**src/rtl/spi_frontend_pkg.sv**
```systemverilog
// Shared types and constants for the SPI byte front end.
package spi_frontend_pkg;

    localparam int BYTE_W    = 8;
    localparam int BIT_CNT_W = 3;

    typedef enum logic {
        IDLE   = 1'b0,
        ACTIVE = 1'b1
    } state_e;

    // Idle levels of the pads so reset never fabricates an edge.
    localparam logic SCK_RST  = 1'b0;
    localparam logic CS_RST   = 1'b1;
    localparam logic PICO_RST = 1'b0;

endpackage

```
**src/rtl/spi_byte_frontend_sync_edge.sv**
```systemverilog
// Multi-flop synchroniser for one async pad plus a history flop
// for rise/fall detection in the system clock domain.
module sync_edge #(
    parameter int   STAGES  = 2,
    parameter logic RST_VAL = 1'b0
) (
    input  logic clk_i,
    input  logic rst_i,
    input  logic async_i,
    output logic level_o,
    output logic rise_o,
    output logic fall_o
);

    logic [STAGES-1:0] sync_q;
    logic [STAGES-1:0] sync_d;
    logic              hist_q;

    assign sync_d = {sync_q[STAGES-2:0], async_i};

    always_ff @(posedge clk_i or posedge rst_i) begin
        if (rst_i) begin
            sync_q <= {STAGES{RST_VAL}};
            hist_q <= RST_VAL;
        end else begin
            sync_q <= sync_d;
            hist_q <= sync_q[STAGES-1];
        end
    end

    assign level_o = sync_q[STAGES-1];
    assign rise_o  = sync_q[STAGES-1] & ~hist_q;
    assign fall_o  = ~sync_q[STAGES-1] & hist_q;

endmodule

```
**src/rtl/spi_byte_frontend.sv**
```systemverilog
// SPI mode-0 slave front end: synchronises pads, assembles MSB-first
// bytes from PICO and serialises reply bytes onto POCI.
module spi_byte_frontend
    import spi_frontend_pkg::*;
#(
    parameter int SYNC_STAGES = 2
) (
    input  logic              sys_clock_i,
    input  logic              rst_i,
    input  logic              spi_clock_i,
    input  logic              spi_cs_i,
    input  logic              spi_pico_i,
    output logic              spi_poci_o,
    output logic              spi_poci_oe_o,
    input  logic [BYTE_W-1:0] tx_data_i,
    output logic              tx_req_o,
    output logic [BYTE_W-1:0] rx_data_o,
    output logic              rx_valid_o,
    output logic              frame_start_o,
    output logic              frame_end_o,
    output logic              busy_o
);

    logic sck_lvl, sck_rise, sck_fall;
    logic cs_lvl, cs_rise, cs_fall;
    logic pico_lvl, pico_rise, pico_fall;

    sync_edge #(.STAGES(SYNC_STAGES), .RST_VAL(SCK_RST)) u_sck (
        .clk_i   (sys_clock_i),
        .rst_i   (rst_i),
        .async_i (spi_clock_i),
        .level_o (sck_lvl),
        .rise_o  (sck_rise),
        .fall_o  (sck_fall)
    );

    sync_edge #(.STAGES(SYNC_STAGES), .RST_VAL(CS_RST)) u_cs (
        .clk_i   (sys_clock_i),
        .rst_i   (rst_i),
        .async_i (spi_cs_i),
        .level_o (cs_lvl),
        .rise_o  (cs_rise),
        .fall_o  (cs_fall)
    );

    sync_edge #(.STAGES(SYNC_STAGES), .RST_VAL(PICO_RST)) u_pico (
        .clk_i   (sys_clock_i),
        .rst_i   (rst_i),
        .async_i (spi_pico_i),
        .level_o (pico_lvl),
        .rise_o  (pico_rise),
        .fall_o  (pico_fall)
    );

    logic unused_sync;
    assign unused_sync = ^{sck_lvl, cs_lvl, pico_rise, pico_fall};

    state_e                 state_q;
    logic [BIT_CNT_W-1:0]   bit_cnt_q;
    logic                   byte_done_q;
    logic [BYTE_W-2:0]      rx_shift_q;
    logic [BYTE_W-1:0]      tx_shift_q;
    logic [BYTE_W-1:0]      rx_data_q;
    logic                   poci_q;
    logic                   oe_q;
    logic                   rx_valid_q;
    logic                   tx_req_q;
    logic                   fstart_q;
    logic                   fend_q;

    always_ff @(posedge sys_clock_i or posedge rst_i) begin
        if (rst_i) begin
            state_q     <= IDLE;
            bit_cnt_q   <= '0;
            byte_done_q <= 1'b0;
            rx_shift_q  <= '0;
            tx_shift_q  <= '0;
            rx_data_q   <= '0;
            poci_q      <= 1'b0;
            oe_q        <= 1'b0;
            rx_valid_q  <= 1'b0;
            tx_req_q    <= 1'b0;
            fstart_q    <= 1'b0;
            fend_q      <= 1'b0;
        end else begin
            rx_valid_q <= 1'b0;
            tx_req_q   <= 1'b0;
            fstart_q   <= 1'b0;
            fend_q     <= 1'b0;
            unique case (state_q)
                IDLE: begin
                    if (cs_fall) begin
                        state_q     <= ACTIVE;
                        bit_cnt_q   <= '0;
                        byte_done_q <= 1'b0;
                        tx_shift_q  <= tx_data_i;
                        poci_q      <= tx_data_i[BYTE_W-1];
                        oe_q        <= 1'b1;
                        fstart_q    <= 1'b1;
                        tx_req_q    <= 1'b1;
                    end
                end
                ACTIVE: begin
                    // CS release wins over any SCK edge in the same cycle.
                    if (cs_rise) begin
                        state_q     <= IDLE;
                        bit_cnt_q   <= '0;
                        byte_done_q <= 1'b0;
                        rx_shift_q  <= '0;
                        poci_q      <= 1'b0;
                        oe_q        <= 1'b0;
                        fend_q      <= 1'b1;
                    end else if (sck_rise) begin
                        rx_shift_q <= {rx_shift_q[BYTE_W-3:0], pico_lvl};
                        bit_cnt_q  <= bit_cnt_q + BIT_CNT_W'(1);
                        if (bit_cnt_q == '1) begin
                            rx_data_q   <= {rx_shift_q, pico_lvl};
                            rx_valid_q  <= 1'b1;
                            byte_done_q <= 1'b1;
                        end
                    end else if (sck_fall) begin
                        if (byte_done_q) begin
                            tx_shift_q  <= tx_data_i;
                            poci_q      <= tx_data_i[BYTE_W-1];
                            tx_req_q    <= 1'b1;
                            byte_done_q <= 1'b0;
                        end else begin
                            tx_shift_q <= tx_shift_q << 1;
                            poci_q     <= tx_shift_q[BYTE_W-2];
                        end
                    end
                end
                default: state_q <= IDLE;
            endcase
        end
    end

    assign spi_poci_o    = poci_q;
    assign spi_poci_oe_o = oe_q;
    assign tx_req_o      = tx_req_q;
    assign rx_data_o     = rx_data_q;
    assign rx_valid_o    = rx_valid_q;
    assign frame_start_o = fstart_q;
    assign frame_end_o   = fend_q;
    assign busy_o        = (state_q == ACTIVE);

endmodule
```
**config.mk**
```make
export PLATFORM = sky130hd
export DESIGN_NAME = spi_byte_frontend
export DESIGN_NICKNAME = d
export VERILOG_FILES = /design/src/rtl/spi_frontend_pkg.sv /design/src/rtl/spi_byte_frontend_sync_edge.sv /design/src/rtl/spi_byte_frontend.sv
export SDC_FILE = /design/constraint.sdc
export NUM_CORES = 1
export LEC_CHECK = 0
export ABC_CLOCK_PERIOD_IN_PS = 2100
export CAP_MARGIN = 20
export CORE_MARGIN = 8
export CORE_UTILIZATION = 40
export DETAILED_ROUTE_END_ITERATION = 10
export GPL_TIMING_DRIVEN = 0
export PLACE_DENSITY = 0.59
export SETUP_SLACK_MARGIN = 0.1
export SLEW_MARGIN = 10
export SYNTH_ARGS = -nofsm -noshare
export SYNTH_HDL_FRONTEND = slang
export SYNTH_HIERARCHICAL = 1
export SYNTH_SLANG_ARGS = --single-unit
```
**constraint.sdc**
```tcl
create_clock -name sys_clock_i -period 2.1 [get_ports sys_clock_i]
set_input_delay 0.42 -clock sys_clock_i [delete_from_list [all_inputs] [get_ports sys_clock_i]]
set_output_delay 0.42 -clock sys_clock_i [all_outputs]
set_load 0.02 [all_outputs]
```
## After elaboration in Yosys (flattened, before gate mapping)

Cells that the tools add are included.

- Register bits after elaboration: 41
- Input bits: 13
- Output and inout bits: 15
- Word-level logic and storage cells: 89

- $add $sub $neg: 1
- Eq/ne operators: 11
- Mux-type cells: 42
- Bitwise gates (word level): 10
- Reductions and logical operators: 8

Operator list:

| operator | count |
|---|---|
| $mux 7 | 7 |
| $mux 1 | 25 |
| $pmux 7 s2 | 1 |
| $ne 2x2->1 const B | 5 |
| $pmux 1 s2 | 5 |
| $mux 3 | 3 |
| $ne 3x3->1 const B | 3 |
| $reduce_and 4->1 | 2 |
| $not 1->1 | 6 |
| $pmux 3 s2 | 1 |
| $reduce_and 2->1 | 3 |
| $reduce_and 3->1 | 2 |
| $and 1x1->1 | 4 |
| $ne 4x3->1 const B | 1 |
| $ne 4x4->1 const B | 1 |
| $add 3x1->3 const B | 1 |
| $eq 3x3->1 const B | 1 |
| $reduce_bool 2->1 | 1 |

## Longest topological paths before layout

- Depth after elaboration: 6
- Depth in mapped cells: 5
- Mapped depth without buffers: 5

## Hierarchy

The synthesis kept the hierarchy.

By module, submodules not included:

| module | times used | cells each | area an instance (µm²) | seq. area each (µm²) |
|---|---|---|---|---|
| spi_byte_frontend | 1 | 104 | 1472.7 | 825.8 |
| sync_edge at u_pico ... | 2 | 6 | 93.8 | 75.1 |
| sync_edge at u_cs | 1 | 6 | 97.6 | 78.8 |

## Least setup slack after synthesis

No wires, ideal clock.

- Path type: register to register
- Start point: register u_cs.sync_q[1]
- End point: register tx_shift_q[1]
- Library setup time: 0.125 ns
- Data arrival time: 1.519 ns
- Required time: 1.975 ns
- Slack: 0.456 ns
- Stages on the path, launching flop included: 5
- Buffers on the path: 0
- Period minus slack after synthesis: 1.644 ns
- Cell sequence: dfstp_2 -> nor2b_1 -> nand2b_4 -> o21ai_4 -> mux2_4

- Elaborated cells between the ends (all ways): 6
- Classes of those cells: eq/ne (2); bitwise (3); reduce/logical (1)

RTL lines:

| element | RTL line | text |
|---|---|---|
| start, declared | spi_byte_frontend_sync_edge.sv:15 | `logic [STAGES-1:0] sync_q;` |
| start signal, assigned | spi_byte_frontend_sync_edge.sv:23 | `sync_q <= {STAGES{RST_VAL}};` |
| start signal, assigned | spi_byte_frontend_sync_edge.sv:26 | `sync_q <= sync_d;` |
| $and 1x1->1 | spi_byte_frontend_sync_edge.sv:32 | `assign rise_o = sync_q[STAGES-1] & ~hist_q;` |
| net cs_rise | spi_byte_frontend.sv:25 | `logic cs_lvl, cs_rise, cs_fall;` |
| $ne 2x2->1 (no line) | -- |  |
| $reduce_and 4->1 (no line) | -- |  |
| end signal, assigned | spi_byte_frontend.sv:96 | `tx_shift_q <= tx_data_i;` |
| end signal, assigned | spi_byte_frontend.sv:123 | `tx_shift_q <= tx_data_i;` |
| end signal, assigned | spi_byte_frontend.sv:128 | `tx_shift_q <= tx_shift_q << 1;` |
| end, declared | spi_byte_frontend.sv:62 | `logic [BYTE_W-1:0] tx_shift_q;` |

The timed path passes the listed nets, and every way through them passes these cells.
A chain may end at the register's enable or synchronous reset.

## Final worst setup path

Ends and elaborated chain as after synthesis.

==> insert_results.sql <==
INSERT INTO impl_metrics (metric_group, metric, value, unit) VALUES
('global_routing', 'grt_pass1_wl', '4.91', 'mm'),
('global_routing', 'grt_start_max_net_pins', '19', ''),
('critical_path', 'worst_path_max_delay_cell', 'dfstp_2', ''),
('route', 'drt_iter0_markers', '15', ''),
('floorplan', 'chipHeight', '81.5', 'µm'),
('route', 'drtAntennaViolNets', '0', ''),
('flow_run', 'max_cap_viol_count', '0', ''),
('timing', 'setup_violations', '0', ''),
('critical_path', 'worst_path_largest_cell_delay', '0.54', 'ns'),
('critical_path', 'critPathKind', 'register to register', ''),
('route', 'routed_via_density', '4.86', ''),
('route', 'post_drt_wl_per_cell', '13.5', 'µm'),
('placed_design', 'post-place-ws', '0.239', 'ns'),
('timing', 'grt_setup_unrepaired', 'false', ''),
('floorplan', 'start_util', '40.6', '%'),
('global_routing', 'antenna_found_initial', '0', ''),
('power_and_ir_drop', 'power_density', '880', 'mW/mm²'),
('finish', 'syn_to_final_growth', '25.9', '%'),
('clock_tree', 'post-cts-setup-buffers', '0', ''),
('power_and_ir_drop', 'static-leakage-power', '0.00103', 'µW'),
('synth', 'synth.avg_cell_area', '14.4', 'µm²'),
('route', 'drtPass1Iterations', '4', ''),
('route', 'final_routed_drc_violation_total', '0', ''),
('placed_design', 'gp_congestion', '0.687', ''),
('timing', 'post-route-period-util', '87.8', '%'),
('floorplan', 'floorplan.die.width', '81.5', 'µm'),
('synth', 'synth_nets', '134', ''),
('timing', 'tightestPinTransition', '0.755', 'ns'),
('synth', 'mapped_area', '0.00172', 'mm²'),
('floorplan', 'ios', '28', ''),
('clock_tree', 'ctsLongestPathBuffers', '2', ''),
('timing', 'timing.hold.ws', '0.355', 'ns'),
('clock_tree', 'root_buffer', 'clkbuf_8', ''),
('finish', 'fill_cells', '360', ''),
('clock_tree', 'clock_sink_count', '41', ''),
('clock_tree', 'tritoncts', 'yes', ''),
('finish', 'antenna_cells', '0', ''),
('critical_path', 'worstPathMaxFanout', '7', ''),
('outcome', 'status', 'finished clean', ''),
('timing', 'timing.setup.tns', '0', 'ns'),
('min_path', 'class_of_the_tightest_hold_or_removal_check', 'register to register', ''),
('clock_tree', 'htree_levels', '2', ''),
('timing', 'fin_crit', '1.84', 'ns'),
('floorplan', 'die_area', '0.00665', 'mm²'),
('critical_path', 'endpoint_class_of_the_critical_path', 'register', ''),
('floorplan', 'placement_rows', '24', ''),
('critical_path', 'worst_ep_arrival_time', '2.01', 'ns'),
('timing', 'worst_case_clock_skew', '0.00634', 'ns'),
('placed_design', 'port_buffers', '27', ''),
('route', 'vias', '1006', ''),
('floorplan', 'design.core.area', '0.00423', 'mm²'),
('global_routing', 'global_route.usage.total', '9.67', '%'),
('finish', 'drive_above_1_share', '26.5', '%'),
('global_routing', 'overflow', '0', ''),
('critical_path', 'timing.critical_path.buf_inv', '0', ''),
('critical_path', 'crit_path_cell_trace', 'nor2b_1, nand2b_4, o21ai_4, mux2_4', ''),
('timing', 'final_max_slew_viol_count', '0', ''),
('global_routing', 'grt_pass1_vias', '1072', ''),
('timing', 'max_clock_freq', '0.542', 'GHz'),
('finish', 'fin_nets', '169', ''),
('power_and_ir_drop', 'power', '1900', 'µW'),
('clock_tree', 'source_to_sink_clock_delay_at_the_later_pin_of_the_worst_skew_pair', '0.28', 'ns'),
('timing', 'final-hold-violation-count', '0', ''),
('critical_path', 'category_of_the_worst_setup_path_launch_point', 'register', ''),
('power_and_ir_drop', 'worst_ir_drop_on_vdd', '0.000372', 'V'),
('clock_tree', 'path_clk_slew', '0.07', 'ns'),
('synth', 'syn_warnings', '6', ''),
('clock_tree', 'cts_hold_buffers', '0', ''),
('timing', 'relSlewSlack', '49.6', '%'),
('critical_path', 'critical_path_s_top_delay_family', 'simple AND/OR/NAND/NOR gates', ''),
('route', 'totalWireLength', '2.80', 'mm'),
('timing', 'setup_slack', '0.256', 'ns'),
('critical_path', 'cp_required', '2.27', 'ns'),
('clock_tree', 'cts-buffers-inserted', '5', ''),
('clock_tree', 'post_cts_resize_count', '0', ''),
('placed_design', 'post-dp-hpwl', '2.11', 'mm'),
('synth', 'synthesis.instances', '119', '');
## worst paths after layout
check,startpoint,endpoint,slack [ns],cells past startpoint
max reg2reg,u_cs/sync_q[1],tx_shift_q[1],0.26,4
max,u_cs/sync_q[1],tx_shift_q[1],0.26,4
min,u_pico/sync_q[0],u_pico/sync_q[1],0.36,0
max in group asynchronous,rst_i,rx_shift_q[6],0.91,3
min reg2reg,u_pico/sync_q[0],u_pico/sync_q[1],0.36,0
min in group asynchronous,rst_i,u_pico/sync_q[0],0.37,2
## sequential cells by signal, summed over array words and instances (netlist names), 2 cells and up
signal / count
rx_data_o: 8
rx_shift_q: 7
tx_shift_q: 7
bit_cnt_q: 3
u_cs/sync_q: 2
u_pico/sync_q: 2
u_sck/sync_q: 2
## through the flow
stage,instance area (µm²),std cells,util [%]
2_1_floorplan,1720,119,-
3_3_place_gp,2050,198,48.5
3_5_place_dp,2080,199,49.1
4_1_cts,2160,207,51.1
5_1_grt,2160,207,51.1
6_report,2160,207,51.1
## routing by layer
layer	part of all wire [%]	wire length [µm]	track usage, %
met1	44	1230	10.9
met2	49	1360	15.9
met3	6.2	174	4.16
met4	1.4	40	3.75
met5	0	0	0
## cell type report
type / instances / area, µm² / share of cell area (%)
buffer: 4 / 32.5 / 1.50
clock buffer: 7 / 76.3 / 3.53
clock inverter: 1 / 5.00 / 0.231
inverter: 10 / 37.5 / 1.74
multi-input combinational: 64 / 618 / 28.6
sequential: 41 / 1030 / 47.6
tap: 52 / 65.1 / 3.01
timing repair buffer: 28 / 298 / 13.8
## worst register-to-register path: cells and delay by family (launching register included)
kind	cells	cell delay [ns]
simple gates	2	0.74
mux	1	0.33
flops	1	0.54
compound gates	1	0.12
## cells in the final DEF (no fill, tap or decap), types with 2 or more instances in the layout
| master | instances |
|---|---|
| a22o_1 | 8 |
| clkdlybuf4s50_1 | 27 |
| dfstp_2 | 3 |
| mux2_4 | 10 |
| nand2b_4 | 2 |
| o22ai_1 | 2 |
| nor2b_1 | 2 |
| clkbuf_1 | 2 |
| nor2_1 | 3 |
| nand2b_1 | 3 |
| and2b_2 | 2 |
| clkbuf_8 | 5 |
| nand2_1 | 3 |
| mux2_2 | 10 |
| dfrtp_1 | 38 |
| inv_1 | 10 |
| buf_2 | 2 |
| and2_1 | 2 |
| mux2i_1 | 3 |
| buf_6 | 2 |
| ha_1 | 2 |
## where the power goes
group / internal [µW] / switching (µW)
Combinational: 267 / 184
Sequential: 909 / 63.2
Clock: 233 / 246
Power figures use the tool's default switching activity.
